File: config.mk
export PLATFORM = sky130hd
export DESIGN_NAME = gpio_irq_ctrl
export DESIGN_NICKNAME = d
export VERILOG_FILES = /design/src/rtl/gpio_irq_ctrl.sv
export SDC_FILE = /design/constraint.sdc
export NUM_CORES = 1
export LEC_CHECK = 0
export BUFFER_PORTS_ARGS = -buffer_cell sky130_fd_sc_hd__buf_2
export CELL_PAD_IN_SITES_DETAIL_PLACEMENT = 1
export CELL_PAD_IN_SITES_GLOBAL_PLACEMENT = 2
export CORE_UTILIZATION = 26
export DETAILED_ROUTE_END_ITERATION = 6
export HOLD_SLACK_MARGIN = 0.08
export PLACE_DENSITY_LB_ADDON = 0.1
export SYNTH_ARGS = -nofsm -noshare
export SYNTH_HDL_FRONTEND = slang
export SYNTH_SLANG_ARGS = --single-unit
export TNS_END_PERCENT = 5
File: constraint.sdc
create_clock -name clk -period 1.4 [get_ports clk]
set_input_delay 0.35 -clock clk [delete_from_list [all_inputs] [get_ports clk]]
set_output_delay 0.35 -clock clk [all_outputs]
set_load 0.005 [all_outputs]
File: src/rtl/gpio_irq_ctrl.sv
// rtl/gpio_irq_ctrl.sv - memory-mapped GPIO block with synchronized inputs and edge interrupts
module gpio_irq_ctrl #(
   parameter int         SYNC_STAGES   = 2,
   parameter logic [7:0] RESET_OUT_EN  = 8'h00,
   parameter logic [7:0] RESET_OUT_VAL = 8'h00
) (
   input  logic        clk,
   input  logic        reset,
   input  logic        mem_valid,
   output logic        mem_ready,
   input  logic [4:0]  mem_addr,
   input  logic [3:0]  mem_wstrb,
   input  logic [31:0] mem_wdata,
   output logic [31:0] mem_rdata,
   input  logic [7:0]  gpio_ui_in,
   output logic [7:0]  gpio_uo_out,
   output logic [7:0]  gpio_uo_en,
   output logic        irq
);

   localparam logic [2:0] A_OUT_EN  = 3'd0;
   localparam logic [2:0] A_OUT_VAL = 3'd1;
   localparam logic [2:0] A_OUT_SET = 3'd2;
   localparam logic [2:0] A_OUT_CLR = 3'd3;
   localparam logic [2:0] A_IN      = 3'd4;
   localparam logic [2:0] A_RISE_EN = 3'd5;
   localparam logic [2:0] A_FALL_EN = 3'd6;
   localparam logic [2:0] A_PEND    = 3'd7;

   logic [7:0] sync_q [SYNC_STAGES];
   logic [7:0] s_in;
   logic [7:0] prev_in;
   logic [7:0] out_en;
   logic [7:0] out_val;
   logic [7:0] rise_en;
   logic [7:0] fall_en;
   logic [7:0] irq_pend;
   logic [7:0] rise;
   logic [7:0] fall;
   logic [7:0] w1c_mask;
   logic [7:0] rd_mux;
   logic [2:0] word;
   logic       access;
   logic       wr;
   logic       unused_ok;

   // Bits of the bus that carry nothing for an 8-bit register file.
   assign unused_ok = &{1'b0, mem_addr[1:0], mem_wstrb[3:1], mem_wdata[31:8]};

   assign word   = mem_addr[4:2];
   assign access = mem_valid & ~mem_ready;
   assign wr     = access & mem_wstrb[0];
   assign s_in   = sync_q[SYNC_STAGES-1];

   // Input synchronizer chain plus one extra delay for edge detection.
   always_ff @(posedge clk) begin
      if (reset) begin
         for (int i = 0; i < SYNC_STAGES; i++) sync_q[i] <= 8'h00;
         prev_in <= 8'h00;
      end else begin
         sync_q[0] <= gpio_ui_in;
         for (int i = 1; i < SYNC_STAGES; i++) sync_q[i] <= sync_q[i-1];
         prev_in <= s_in;
      end
   end

   // Edge qualification and the write-one-to-clear mask for this cycle.
   always_comb begin
      rise     = s_in & ~prev_in & rise_en;
      fall     = ~s_in & prev_in & fall_en;
      w1c_mask = 8'h00;
      if (wr && (word == A_PEND)) w1c_mask = mem_wdata[7:0];
   end

   // Read mux; write-only registers return zero.
   always_comb begin
      rd_mux = 8'h00;
      case (word)
         A_OUT_EN:  rd_mux = out_en;
         A_OUT_VAL: rd_mux = out_val;
         A_IN:      rd_mux = s_in;
         A_RISE_EN: rd_mux = rise_en;
         A_FALL_EN: rd_mux = fall_en;
         A_PEND:    rd_mux = irq_pend;
         default:   rd_mux = 8'h00;
      endcase
   end

   // Control registers written from the bus.
   always_ff @(posedge clk) begin
      if (reset) begin
         out_en  <= RESET_OUT_EN;
         out_val <= RESET_OUT_VAL;
         rise_en <= 8'h00;
         fall_en <= 8'h00;
      end else if (wr) begin
         case (word)
            A_OUT_EN:  out_en  <= mem_wdata[7:0];
            A_OUT_VAL: out_val <= mem_wdata[7:0];
            A_OUT_SET: out_val <= out_val | mem_wdata[7:0];
            A_OUT_CLR: out_val <= out_val & ~mem_wdata[7:0];
            A_RISE_EN: rise_en <= mem_wdata[7:0];
            A_FALL_EN: fall_en <= mem_wdata[7:0];
            default:   ;
         endcase
      end
   end

   // Pending bits: a new edge wins over a clear landing on the same edge.
   always_ff @(posedge clk) begin
      if (reset) irq_pend <= 8'h00;
      else       irq_pend <= (irq_pend & ~w1c_mask) | rise | fall;
   end

   // Single-cycle ready pulse with registered read data, zero when idle.
   always_ff @(posedge clk) begin
      if (reset) begin
         mem_ready <= 1'b0;
         mem_rdata <= 32'h0;
      end else if (access) begin
         mem_ready <= 1'b1;
         mem_rdata <= {24'h0, rd_mux};
      end else begin
         mem_ready <= 1'b0;
         mem_rdata <= 32'h0;
      end
   end

   assign gpio_uo_out = out_val;
   assign gpio_uo_en  = out_en;
   assign irq         = |irq_pend;

endmodule

After elaboration in Yosys (flattened, before gate mapping)
Memory sizes are Yosys's and may differ from the RTL's.
Cells that the tools add are included.

word-level totals
  flip-flop bits (word level) = 81
  memory bits (writable) = 16
  input port bits = 52
  output and inout bits = 50
  word-level logic and storage cells = 54
  memories kept = 1

cells by class
  equality and inequality tests = 7
  muxes and demuxes = 9
  bitwise gates (word level) = 19
  reduce and logical (&&, ||, !) cells = 9

memories
  name    depth  width  rd ports  clocked after memory_dff  wr ports  RTL line  source
  sync_q  2      8      2         0                         2         30        logic [7:0] sync_q [SYNC_STAGES];

operators by type and width
  cell                                           number
  AND 8 bit                                      6
  case mux 8 bit (6 select lines)                1
  NOT 8 bit                                      4
  two-way mux 8 bit                              3
  OR 8 bit                                       3
  case mux 8 bit (3 select lines)                1
  == test 3 bit, second input constant           4
  AND reduction 2 bit                            4
  OR reduction 8 bit                             1
  == test 3 x 2 -> 1 bit, second input constant  2
  two-way mux 1 bit                              4
  == test 3 x 1 -> 1 bit, second input constant  1
  zero test 3 bit                                1
  nonzero test 3 bit                             1
  AND 1 bit                                      2
  NOT 1 bit                                      2
  OR 1 bit                                       2
  OR reduction 2 bit                             1
  logical AND 1 bit                              1

Depth between registers and ports, before layout
  depth after elaboration = 9
  mapped depth = 7
  mapped depth without buffers = 4

Worst setup path before layout
Ideal clock, no wire load.

  path type = input to register
  start point = input mem_addr[4]
  end point = register rise_en[6]
  library setup time = 128 ps
  arrival = 1256 ps
  data required time = 1272 ps
  setup slack = 16 ps
  cell stages on the path = 7
  path buffers = 3
  path through = buf_4 and2_1 buf_4 nand3b_1 buf_4 mux2i_1 nor2_1

on the way
  word-level cells in the longest chain between the ends = 2

RTL lines
  item                           RTL line  source
  from (decl)                    11        input logic [4:0] mem_addr,
  == test 3 bit                  97        case (word)
  AND reduction 2 bit (no line)  --
  to (signal assigned)           102       A_RISE_EN: rise_en <= mem_wdata[7:0];
  to (decl)                      35        logic [7:0] rise_en;

Every way passes these cells.
A chain may end at the register's enable or synchronous reset.

Worst setup path after layout
  start point = register irq_pend[6]
  end point = output irq

on the way
  word-level cells in the longest chain between the ends = 1

RTL lines
  item                    RTL line  source
  from (decl)             37        logic [7:0] irq_pend;
  from (signal assigned)  112       else irq_pend <= (irq_pend & ~w1c_mask) | rise | fall;
  OR reduction 8 bit      131       assign irq = |irq_pend;
  to (decl)               18        output logic irq

Every way passes these cells.

==> results.cfg <==
[outcome]
status = finished, violations left
violations = setup timing

[clocking]
clk_pin_slew_worst_paths_ps = 60
tritoncts = built
cts_buffers = 9
cts_htree_levels = 3
clock-sinks = 73
clkLatencyLatePin_ps = 340
cts_buffer_depth = 2
clockRootBuffer = clkbuf_16

[grt]
grt_start_max_net_pins = 65
grt-ovfl-total = 0
grt_usage_pct = 15.9
antenna_found_initial = 0
grt_pass1_vias = 2711
grt_pass1_wl_mm = 15.0

[synth]
yosys_warnings = 0
syn_area_per_cell_um2 = 8.84
synth_cell_type_count = 37
synth_seq_cells = 73
synth_area_um2 = 3210
syn_inst = 363
yosysSeqAreaShare_pct = 45.5

[placed_design]
io_buffers = 48
placed_area_um2 = 3710
dp_hpwl_mm = 6.61
gp_congestion = 0.725

[worst_setup_path]
critPathArrivalTime_ps = 1220
worst_ep_required_time_ps = 1050
cp_max_fo = 3
crit_type = flop to output pin
cp-end-kind = output pin
start_kind = flop

[floorplanning]
rows = 40
die_area_um2 = 12800
die_x_um = 113
coreArea_um2 = 12000
die_h_um = 113
initial_utilization_pct = 26.7
ios = 102

[routing]
wl_met1_mm = 4.62
route.detailed.drc = 0
via_per_inst = 4.60
wl_met2_mm = 4.21
drt_iter0_markers = 102
ant_nets = 0
wl_met3_um = 304
vias = 2721
dr.pass1.iters = 5
routed.top_layer = met4
wirelength_mm = 9.30
wl_per_cell_um = 15.7

[finish]
fillers = 1410
final_area_um2 = 4040
regArea_um2 = 1470
final_common_cell = dfxtp_1
multi_input_area_um2 = 1510
drive_gt1_share_pct = 27.5
antenna_cells = 0
syn_to_final_growth_pct = 25.9
layout_common_cells = 69 x dfxtp_1, 65 x nand2_1, 47 x buf_2
fin_nets = 491

[timing]
rsz0062_at_grt = true
layout_setup_ws_ps = -166
fin_crit_sh_pct = 112
whs_ps = 219
hold_viol_final = 0
setup_violations = 1
timing.fmax_ghz = 0.638
finalWorstPathRequiredPeriod_ps = 1570
slew_violations = 0
fin_worst_skew_ps = 3.92

[power_and_ir_drop]
p_leak_nw = 1.71
power.density_nw_per_um2 = 1200
max-vdd-ir-drop_mv = 0.386

[job]
maxCapViolCount = 0

[hold_path]
hp-class = input pin to flop
## power breakdown
group / total (mW) / switching [mW] / leakage [nW] / internal (mW)
Clock: 2.30 / 0.876 / 0.144 / 1.42
Combinational: 0.394 / 0.232 / 0.976 / 0.162
Sequential: 2.15 / 0.0268 / 0.595 / 2.12
## stage by stage
stage | total power [mW] | cells | setup slack (ps) | util, % | setup TNS (ps)
floorplan | 2.45 | 386 | 16.4 | - | 0
global placement | 2.58 | 575 | -315 | 30.9 | -8690
detailed placement | 2.59 | 575 | -337 | 30.9 | -10000
CTS | 4.93 | 591 | -188 | 33.4 | -189
global route | 5.08 | 591 | -212 | 33.6 | -276
finish | 4.84 | 591 | -166 | 33.6 | -166
## per-layer routing
| layer | global-route usage, % | vias to the layer above |
|---|---|---|
| met1 | 21.5 | 1316 |
| met5 | 0 | - |
| met2 | 23.9 | 57 |
| met4 | 7.63 | 0 |
| met3 | 3.32 | 13 |
| li1 | - | 1335 |
## cells by family after synthesis
logic type                after synthesis  share of synthesized area, %
buffers and inverters                  53                          11.2
muxes                                  23                          8.61
xor gates and xnor gates                1                         0.273
AOI/OAI and AO/OA                      75                          14.0
DFF                                    73                          45.5
and+or+nand+nor                       137                          20.3
other                                   1                         0.117
## registers in the layout, summed over array words and instances, names as in the netlist
signal,count
fall_en,8
rise_en,8
mem_rdata,8
mem_ready,1
prev_in,8
gpio_uo_out,8
irq_pend,8
sync_q,16
gpio_uo_en,8
## worst max-delay path, cell delays in order (launching register included)
cell and delay, ps:
dfxtp_2 340, nor4_4 300, nand2_1 100, buf_2 140
## worst paths after layout
path / slack, ps / endpoint / depth (start not counted) / startpoint
worst max-delay path: -170 / irq / 3 / irq_pend[6]$_SDFF_PP0_
worst min-delay path: 220 / sync_q[0][2]$_SDFF_PP0_ / 2 / gpio_ui_in[2]
worst max register to register: 70 / fall_en[1]$_SDFFE_PP0P_ / 6 / mem_ready$_SDFF_PP0_
worst min register to register: 430 / sync_q[0][8]$_SDFF_PP0_ / 1 / sync_q[0][0]$_SDFF_PP0_
## synth_stat cells
cell	number	area (um2)
dfxtp_1	73	1460
nand2_1	65	244
nor2_1	41	154
a21oi_1	38	190
buf_4	27	203
nor2b_1	16	100
mux2i_1	13	130
o21ai_0	10	50.1
clkbuf_1	9	33.8
inv_1	9	33.8
a31oi_1	8	50.1
o41ai_1	8	70.1
mux2_2	7	78.8
a22oi_1	4	30.0
a22o_1	3	26.3
buf_2	3	15.0
buf_6	3	33.8
mux4_2	3	67.6
nand3b_1	3	22.5
buf_12	2	40.0
nor4_1	2	12.5
a221oi_1	1	8.76
a311oi_1	1	8.76
and2_1	1	6.26
conb_1	1	3.75
nand2b_1	1	6.26
nand3_1	1	5.00
nand4b_4	1	23.8
nor2_2	1	6.26
nor3_4	1	16.3
nor3b_1	1	7.51
nor3b_4	1	18.8
nor4_4	1	21.3
o21ai_1	1	5.00
o2bb2ai_1	1	8.76
or3b_1	1	8.76
xnor2_1	1	8.76
## final cells by class
class,instances,area share [%]
flip-flops and latches,73,36.3
well taps,147,4.55
repair buffers,86,13.9
multi-input cells,260,37.3
clock buffers,13,6.19
inverters,9,0.836
clock inverters,3,0.991
## repair_timing
| item | CTS | global route |
|---|---|---|
| setup endpoints to repair | 2 | 24 |
| gates resized for setup | 4 | 8 |
| hold buffers | 0 | 0 |
| buffers inserted | 0 | 0 |
| pin swaps | 2 | 1 |
(Power assumes the default switching activity.)
